**src/rtl/decode_stage_pipe_pkg.sv**
```systemverilog
// Decode stage package: default geometry, address-width helper and the
// default-width layout of the ID/EX pipeline register.
package decode_stage_pipe_pkg;

  localparam int DEF_DATA_W  = 16;
  localparam int DEF_REG_CNT = 8;
  localparam int DEF_CNT_W   = 8;

  // Register address width for a given register count (at least 1 bit).
  function automatic int addrWidth(input int regCnt);
    return (regCnt > 1) ? $clog2(regCnt) : 1;
  endfunction

  localparam int DEF_ADDR_W = addrWidth(DEF_REG_CNT);

  // ID/EX register contents at the default widths.
  typedef struct packed {
    logic [DEF_DATA_W-1:0] data1;
    logic [DEF_DATA_W-1:0] data2;
    logic [DEF_ADDR_W-1:0] src;
    logic [DEF_ADDR_W-1:0] dst;
    logic                  valid;
  } idex_t;

endpackage

```
**src/rtl/decode_stage_pipe_if.sv**
```systemverilog
// Decode stage bus: IF/ID request, WB write port, EX hazard info,
// pipeline control and the registered ID/EX outputs.
interface decode_stage_pipe_if #(
  parameter int DATA_W = decode_stage_pipe_pkg::DEF_DATA_W,
  parameter int ADDR_W = decode_stage_pipe_pkg::DEF_ADDR_W,
  parameter int CNT_W  = decode_stage_pipe_pkg::DEF_CNT_W
);
  import decode_stage_pipe_pkg::*;

  logic              in_valid;
  logic [ADDR_W-1:0] src_addr;
  logic [ADDR_W-1:0] dst_addr;
  logic              write_back;
  logic [ADDR_W-1:0] write_addr;
  logic [DATA_W-1:0] write_data;
  logic              ex_valid;
  logic              ex_mem_read;
  logic [ADDR_W-1:0] ex_dst_addr;
  logic              stall;
  logic              flush;
  logic [DATA_W-1:0] read_data1;
  logic [DATA_W-1:0] alu_input2;
  logic [ADDR_W-1:0] out_src_addr;
  logic [ADDR_W-1:0] out_dst_addr;
  logic              out_valid;
  logic              hazard_stall;
  logic [CNT_W-1:0]  bubble_count;

  modport master (
    output in_valid, src_addr, dst_addr, write_back, write_addr, write_data,
           ex_valid, ex_mem_read, ex_dst_addr, stall, flush,
    input  read_data1, alu_input2, out_src_addr, out_dst_addr, out_valid,
           hazard_stall, bubble_count
  );

  modport slave (
    input  in_valid, src_addr, dst_addr, write_back, write_addr, write_data,
           ex_valid, ex_mem_read, ex_dst_addr, stall, flush,
    output read_data1, alu_input2, out_src_addr, out_dst_addr, out_valid,
           hazard_stall, bubble_count
  );

endinterface

```
**src/rtl/decode_stage_pipe_reg_file_bypass.sv**
```systemverilog
// Architectural register file: one write port, two combinational read
// ports with same-cycle write-through, synchronous clear on reset.
module reg_file_bypass #(
  parameter int DATA_W  = decode_stage_pipe_pkg::DEF_DATA_W,
  parameter int REG_CNT = decode_stage_pipe_pkg::DEF_REG_CNT,
  parameter int ADDR_W  = decode_stage_pipe_pkg::DEF_ADDR_W
) (
  input  logic              clk,
  input  logic              reset,
  input  logic              we_i,
  input  logic [ADDR_W-1:0] waddr_i,
  input  logic [DATA_W-1:0] wdata_i,
  input  logic [ADDR_W-1:0] raddr1_i,
  input  logic [ADDR_W-1:0] raddr2_i,
  output logic [DATA_W-1:0] rdata1_o,
  output logic [DATA_W-1:0] rdata2_o
);
  import decode_stage_pipe_pkg::*;

  logic [DATA_W-1:0] regs_q [REG_CNT];

  // Clear every register on reset, otherwise commit the WB write (R0 included).
  always_ff @(posedge clk) begin
    if (reset) begin
      for (int i = 0; i < REG_CNT; i++) begin
        regs_q[i] <= '0;
      end
    end else if (we_i) begin
      regs_q[waddr_i] <= wdata_i;
    end
  end

  assign rdata1_o = (we_i && (waddr_i == raddr1_i)) ? wdata_i : regs_q[raddr1_i];
  assign rdata2_o = (we_i && (waddr_i == raddr2_i)) ? wdata_i : regs_q[raddr2_i];

endmodule

```
**src/rtl/decode_stage_pipe.sv**
```systemverilog
// Decode stage: reads two operands from the register file, detects
// load-use hazards, and registers the result into ID/EX with
// flush/stall/bubble control and a saturating bubble counter.
module decode_stage_pipe #(
  parameter int DATA_W  = decode_stage_pipe_pkg::DEF_DATA_W,
  parameter int REG_CNT = decode_stage_pipe_pkg::DEF_REG_CNT,
  parameter int ADDR_W  = decode_stage_pipe_pkg::addrWidth(REG_CNT),
  parameter int CNT_W   = decode_stage_pipe_pkg::DEF_CNT_W
) (
  input  logic                clk,
  input  logic                reset,
  decode_stage_pipe_if.slave  bus
);
  import decode_stage_pipe_pkg::*;

  typedef struct packed {
    logic [DATA_W-1:0] data1;
    logic [DATA_W-1:0] data2;
    logic [ADDR_W-1:0] src;
    logic [ADDR_W-1:0] dst;
    logic              valid;
  } idexReg_t;

  logic [DATA_W-1:0] rfData1;
  logic [DATA_W-1:0] rfData2;
  logic              hazard;
  idexReg_t          idex_q;
  idexReg_t          idex_d;
  logic [CNT_W-1:0]  bubbleCnt_q;
  logic [CNT_W-1:0]  bubbleCnt_d;

  reg_file_bypass #(
    .DATA_W  (DATA_W),
    .REG_CNT (REG_CNT),
    .ADDR_W  (ADDR_W)
  ) uRegFile (
    .clk      (clk),
    .reset    (reset),
    .we_i     (bus.write_back),
    .waddr_i  (bus.write_addr),
    .wdata_i  (bus.write_data),
    .raddr1_i (bus.src_addr),
    .raddr2_i (bus.dst_addr),
    .rdata1_o (rfData1),
    .rdata2_o (rfData2)
  );

  assign hazard = bus.in_valid & bus.ex_valid & bus.ex_mem_read &
                  ((bus.ex_dst_addr == bus.src_addr) | (bus.ex_dst_addr == bus.dst_addr));

  // Next ID/EX contents: flush squashes, stall holds, hazard bubbles, else load.
  always_comb begin
    idex_d      = idex_q;
    bubbleCnt_d = bubbleCnt_q;
    if (bus.flush) begin
      idex_d.valid = 1'b0;
    end else if (!bus.stall) begin
      if (hazard) begin
        idex_d.valid = 1'b0;
        if (bubbleCnt_q != {CNT_W{1'b1}}) begin
          bubbleCnt_d = bubbleCnt_q + CNT_W'(1);
        end
      end else begin
        idex_d.data1 = rfData1;
        idex_d.data2 = rfData2;
        idex_d.src   = bus.src_addr;
        idex_d.dst   = bus.dst_addr;
        idex_d.valid = bus.in_valid;
      end
    end
  end

  // Register ID/EX and the bubble counter; reset overrides everything.
  always_ff @(posedge clk) begin
    if (reset) begin
      idex_q      <= '0;
      bubbleCnt_q <= '0;
    end else begin
      idex_q      <= idex_d;
      bubbleCnt_q <= bubbleCnt_d;
    end
  end

  assign bus.read_data1   = idex_q.data1;
  assign bus.alu_input2   = idex_q.data2;
  assign bus.out_src_addr = idex_q.src;
  assign bus.out_dst_addr = idex_q.dst;
  assign bus.out_valid    = idex_q.valid;
  assign bus.hazard_stall = hazard;
  assign bus.bubble_count = bubbleCnt_q;

endmodule

```
**src/flat_wrapper.sv**
```systemverilog
// flat-port wrapper written by rule: the top's interface ports become plain ports
module decode_stage_pipe_flat import decode_stage_pipe_pkg::*;
#(
  parameter int DATA_W  = decode_stage_pipe_pkg::DEF_DATA_W,
  parameter int REG_CNT = decode_stage_pipe_pkg::DEF_REG_CNT,
  parameter int ADDR_W  = decode_stage_pipe_pkg::addrWidth(REG_CNT),
  parameter int CNT_W   = decode_stage_pipe_pkg::DEF_CNT_W
)
  (clk, reset, bus_in_valid, bus_src_addr, bus_dst_addr, bus_write_back, bus_write_addr, bus_write_data, bus_ex_valid, bus_ex_mem_read, bus_ex_dst_addr, bus_stall, bus_flush, bus_read_data1, bus_alu_input2, bus_out_src_addr, bus_out_dst_addr, bus_out_valid, bus_hazard_stall, bus_bubble_count);
  decode_stage_pipe_if #(.DATA_W(DATA_W), .ADDR_W(ADDR_W), .CNT_W(CNT_W)) bus_i ();
  input  logic clk;
  input  logic reset;
  input wire logic [$bits(bus_i.in_valid)-1:0] bus_in_valid;
  input wire logic [$bits(bus_i.src_addr)-1:0] bus_src_addr;
  input wire logic [$bits(bus_i.dst_addr)-1:0] bus_dst_addr;
  input wire logic [$bits(bus_i.write_back)-1:0] bus_write_back;
  input wire logic [$bits(bus_i.write_addr)-1:0] bus_write_addr;
  input wire logic [$bits(bus_i.write_data)-1:0] bus_write_data;
  input wire logic [$bits(bus_i.ex_valid)-1:0] bus_ex_valid;
  input wire logic [$bits(bus_i.ex_mem_read)-1:0] bus_ex_mem_read;
  input wire logic [$bits(bus_i.ex_dst_addr)-1:0] bus_ex_dst_addr;
  input wire logic [$bits(bus_i.stall)-1:0] bus_stall;
  input wire logic [$bits(bus_i.flush)-1:0] bus_flush;
  output wire logic [$bits(bus_i.read_data1)-1:0] bus_read_data1;
  output wire logic [$bits(bus_i.alu_input2)-1:0] bus_alu_input2;
  output wire logic [$bits(bus_i.out_src_addr)-1:0] bus_out_src_addr;
  output wire logic [$bits(bus_i.out_dst_addr)-1:0] bus_out_dst_addr;
  output wire logic [$bits(bus_i.out_valid)-1:0] bus_out_valid;
  output wire logic [$bits(bus_i.hazard_stall)-1:0] bus_hazard_stall;
  output wire logic [$bits(bus_i.bubble_count)-1:0] bus_bubble_count;
  assign bus_i.in_valid = bus_in_valid;
  assign bus_i.src_addr = bus_src_addr;
  assign bus_i.dst_addr = bus_dst_addr;
  assign bus_i.write_back = bus_write_back;
  assign bus_i.write_addr = bus_write_addr;
  assign bus_i.write_data = bus_write_data;
  assign bus_i.ex_valid = bus_ex_valid;
  assign bus_i.ex_mem_read = bus_ex_mem_read;
  assign bus_i.ex_dst_addr = bus_ex_dst_addr;
  assign bus_i.stall = bus_stall;
  assign bus_i.flush = bus_flush;
  assign bus_read_data1 = bus_i.read_data1;
  assign bus_alu_input2 = bus_i.alu_input2;
  assign bus_out_src_addr = bus_i.out_src_addr;
  assign bus_out_dst_addr = bus_i.out_dst_addr;
  assign bus_out_valid = bus_i.out_valid;
  assign bus_hazard_stall = bus_i.hazard_stall;
  assign bus_bubble_count = bus_i.bubble_count;
  decode_stage_pipe #(.DATA_W(DATA_W), .REG_CNT(REG_CNT), .ADDR_W(ADDR_W), .CNT_W(CNT_W)) u_core (.clk(clk), .reset(reset), .bus(bus_i));
endmodule
```
**config.mk**
```make
export PLATFORM = sky130hd
export DESIGN_NAME = decode_stage_pipe_flat
export DESIGN_NICKNAME = d
export VERILOG_FILES = /design/src/rtl/decode_stage_pipe_pkg.sv /design/src/rtl/decode_stage_pipe_if.sv /design/src/rtl/decode_stage_pipe_reg_file_bypass.sv /design/src/rtl/decode_stage_pipe.sv /design/src/flat_wrapper.sv
export SDC_FILE = /design/constraint.sdc
export NUM_CORES = 1
export LEC_CHECK = 0
export ABC_CLOCK_PERIOD_IN_PS = 2100
export CORE_AREA = 2 2 191 99
export DETAILED_ROUTE_END_ITERATION = 7
export DIE_AREA = 0 0 193 101
export GPL_TIMING_DRIVEN = 1
export PLACE_DENSITY = 0.85
export SETUP_SLACK_MARGIN = 0.3
export SKIP_CTS_REPAIR_TIMING = 1
export SYNTH_ARGS = -nofsm -noshare
export SYNTH_HDL_FRONTEND = slang
export SYNTH_HIERARCHICAL = 1
export SYNTH_SLANG_ARGS = --single-unit
```
**constraint.sdc**
```tcl
create_clock -name clk -period 2.1 [get_ports clk]
set_clock_uncertainty 0.1 [all_clocks]
set_input_delay 0.21 -clock clk [delete_from_list [all_inputs] [get_ports clk]]
set_output_delay 0.21 -clock clk [all_outputs]
set_load 0.05 [all_outputs]
```
==> results summary <==
The reported leakage power is approximately 0.0053 µW. By area the synthesized netlist is led by sky130_fd_sc_hd__edfxtp_1 41%, sky130_fd_sc_hd__mux4_1 17%, sky130_fd_sc_hd__dfxtp_1 10%. The maximum clock path buffer count is 2.

The async set-or-reset flop fraction in the synthesized netlist came out at 0%. The CTS clock-pin slew for the worst setup and hold paths is around 0.070 ns. Row generation in the floorplan step produced 35 rows. The number of warnings issued by yosys came out at 6. TritonCTS built the clock tree. The H-tree depth reported by CTS is 4. Setup repair after global routing could not meet its margin everywhere. The dominant synthesized flop cell is sky130_fd_sc_hd__edfxtp_1.

Headroom to the max-slew limit came out at roughly 57%. The required time at the worst-slack endpoint came out at between 2 and 2.5 ns. The uppermost layer routed is met4.

The floorplan step defined a die boundary enclosing 19,490 µm². The kind of start point of the critical path is a flop. Global routing finished with a remaining overflow of 0. The number of buffer and inverter instances along the worst setup path is 0. The type of the worst setup path is reg2reg. IR analysis of the VDD net gives a maximum drop of ~620 µV. The worst setup path is captured at a flop. The core region is 17,950 µm². The maximum fanout count along the critical path came out at 4. The maximum number of pins on one net before global-route repair came out at 38. The first global-routing pass estimated 38.32 mm of wire.

The via total after detailed routing came out at just over 6,000. The measured slew at the worst slew-check pin is 0.6444 ns. The number of failing setup endpoints in the final timing report is 0.

The slack of the critical path came out at 0.07126 ns. The vertical die dimension is approximately 100 µm. The weighted congestion at the end of routability-driven global placement is 0.8511. The final wirelength came out at about 27 mm.

The run finished with clean final reports. The post-detailed-route via-to-cell ratio came out at 6.169. For this run, the register share of the synthesized area comes to approximately half. The length of the first detailed-routing pass in iterations is 5. The number of I/O pins came out at 84.

sky130_fd_sc_hd__edfxtp_1 takes more of the synthesized area than any other cell. Counting every net in the synthesized netlist gives 661. The CTS buffer count is 17. The routed wire length per instance is between 20 and 30 µm. The placement-stage worst setup slack came out at -0.3087 ns. After layout, the worst path uses 96.61% of the clock period. The number of fill cells in the layout came out at 1,221. The antenna diode count came out at 0. Counting flops with a built-in enable in the synthesized netlist gives around 130.

The register bit count reported by yosys came out at 175. The root buffer cell chosen for the clock tree is sky130_fd_sc_hd__clkbuf_16. The horizontal extent of the die is around 190 µm. The number of global-route vias before repair is around 6,000. The setup TNS after final layout came out at 0 ns. The max-slew violation total from the final report is 0. The number of DRC violations after detailed-routing iteration 0 is between 600 and 700. The HPWL reported at the end of detailed placement is 17.18 mm. The clock reaches the later pin of the worst-skew pair after roughly 0.43 ns. For this run, the slowest stage of the critical path takes 0.41 ns. The type of the tightest min-delay check is in2reg.

Among cell families on the critical path, the largest total delay comes from compound AO/OA/AOI/OAI gates. The final hold violation count came out at 0. The clock period minus worst slack is just over 2 ns. In this run the mean area of a mapped cell was 15.00 µm².

In the final design database the tool counted 779 nets. The sum of met2 wire segment lengths after detailed routing is 11.83 mm. For this configuration, the core starts out at a cell density of 52.15%.

The initial antenna violation count is 0. The clock sink count is between 150 and 200. The netlist area before placement is 9363 µm². The share of cells above drive strength 1 came out at 34.30%. The DRC violation count after routing is 0. The count of input and output buffers is 83. After technology mapping, the gate count stands at 624. The final antenna-violating net count came out at 0. Compared with the post-synthesis result, the final layout area differs by 24.82%.

On the critical path, the stage with the largest delay is an instance of sky130_fd_sc_hd__a311o_4. The top cell types in the final layout, fill and taps aside, are 128 x sky130_fd_sc_hd__and2_1, 128 x sky130_fd_sc_hd__edfxtp_1, 64 x sky130_fd_sc_hd__mux4_2. The aggregate global-route resource usage came out at between 20% and 30%. The number of distinct library cell variants in the gate-level netlist after synthesis came out at 40. The worst path arrival time came out at 2.25 ns. Of the post-synthesis cell area, the dominant cell type holds 41.05%. The signal on the critical path passes through ha_4 -> and3_4 -> a311o_4 -> a21oi_4 -> nand4_1 -> mux2_4. The fmax is 0.4929 GHz. The met3 wirelength from detailed routing came out at a little over 4 mm.

The routed length on met1 is 10.88 mm. Across the run, the number of max-cap violations was 0. The power density of the placed cells came out at 754.9 nW/µm².
worst min-delay path, cell delays in order:
cell and delay [ns]:
sky130_fd_sc_hd__dlymetal6s2s_1 0.24, sky130_fd_sc_hd__mux2i_1 0.17, sky130_fd_sc_hd__nor2_1 0.05
logic make-up after synthesis:
kind of cell	after synthesis	synth area share (%)
simple gates	211	13.04
flops	175	51.10
mux	168	30.23
buf+inv	43	2.740
xor+xnor	15	1.403
compound gates	11	1.350
fa+ha+maj	1	0.1336
final timing paths:
| path | from | end | slack, ns | cells past startpoint |
|---|---|---|---|---|
| worst max-delay path | u_core/bus.bubble_count[0]$_SDFFE_PP0P_ | u_core/bus.bubble_count[6]$_SDFFE_PP0P_ | 0.07 | 6 |
| worst min-delay path | bus_src_addr[2] | u_core/bus.out_src_addr[2]$_SDFFE_PP0P_ | 0.19 | 3 |
| worst max register to register | u_core/bus.bubble_count[0]$_SDFFE_PP0P_ | u_core/bus.bubble_count[6]$_SDFFE_PP0P_ | 0.07 | 6 |
| worst min register to register | u_core/bus.alu_input2[3]$_SDFFE_PP0P_ | u_core/bus.alu_input2[3]$_SDFFE_PP0P_ | 0.39 | 2 |
per-layer routing:
layer / GRT usage [%] / vias to the layer above
met2: 40.83 / 485
met4: 8.333 / 0
met5: 0 / -
li1: - / 2568
met1: 38.76 / 3038
met3: 10.79 / 47
cell type report:
type	instances	area, µm²	area share (%)
clock buffer	22	506.7	4.336
clock inverter	10	97.59	0.8351
inverter	2	7.507	0.06424
multi-input combinational	406	4355	37.27
sequential	175	4793	41.02
tap	240	300.3	2.570
timing repair buffer	140	1625	13.91
cells in the mapped netlist, drive strengths merged, types with 2 or more instances:
master / instances
nand3: 3
edfxtp: 128
clkbuf: 24
xnor2: 15
mux2i: 39
a21oi: 4
and2: 128
nand2b: 2
inv: 2
buf: 17
nor3: 3
and3: 3
nor2: 50
nand4: 6
mux2: 65
or2: 8
dfxtp: 47
mux4: 64
nand2: 3
nand3b: 2
nor2b: 2
power by group:
| part | leakage [µW] | switching, µW | internal (µW) |
|---|---|---|---|
| Combinational | 0.00342 | 782 | 790 |
| Sequential | 0.00161 | 120 | 3910 |
| Clock | 0.000289 | 1370 | 1850 |
| Total | 0.00532 | 2270 | 6550 |
sequential cells by signal, indices dropped and copies added (netlist names):
name,flops
u_core/bus.bubble_count,8
u_core/bus.alu_input2,16
u_core/bus.out_valid,1
u_core/bus.out_dst_addr,3
u_core/bus.read_data1,16
u_core/uRegFile/regs_q,128
u_core/bus.out_src_addr,3
metrics by stage:
stage	hold WS (ns)	power (µW)	area, µm²	cells	util, %
final	0.1897	8822	11690	995	65.09
after global routing	0.2249	9053	11690	995	65.09
after CTS	0.2215	8690	11250	987	62.67
after detailed placement	0.3816	5529	10650	955	59.30
after global placement	0.3736	5464	10650	955	59.30
after floorplan	0.1893	4987	9280	624	-
(Power assumes the default switching activity.)
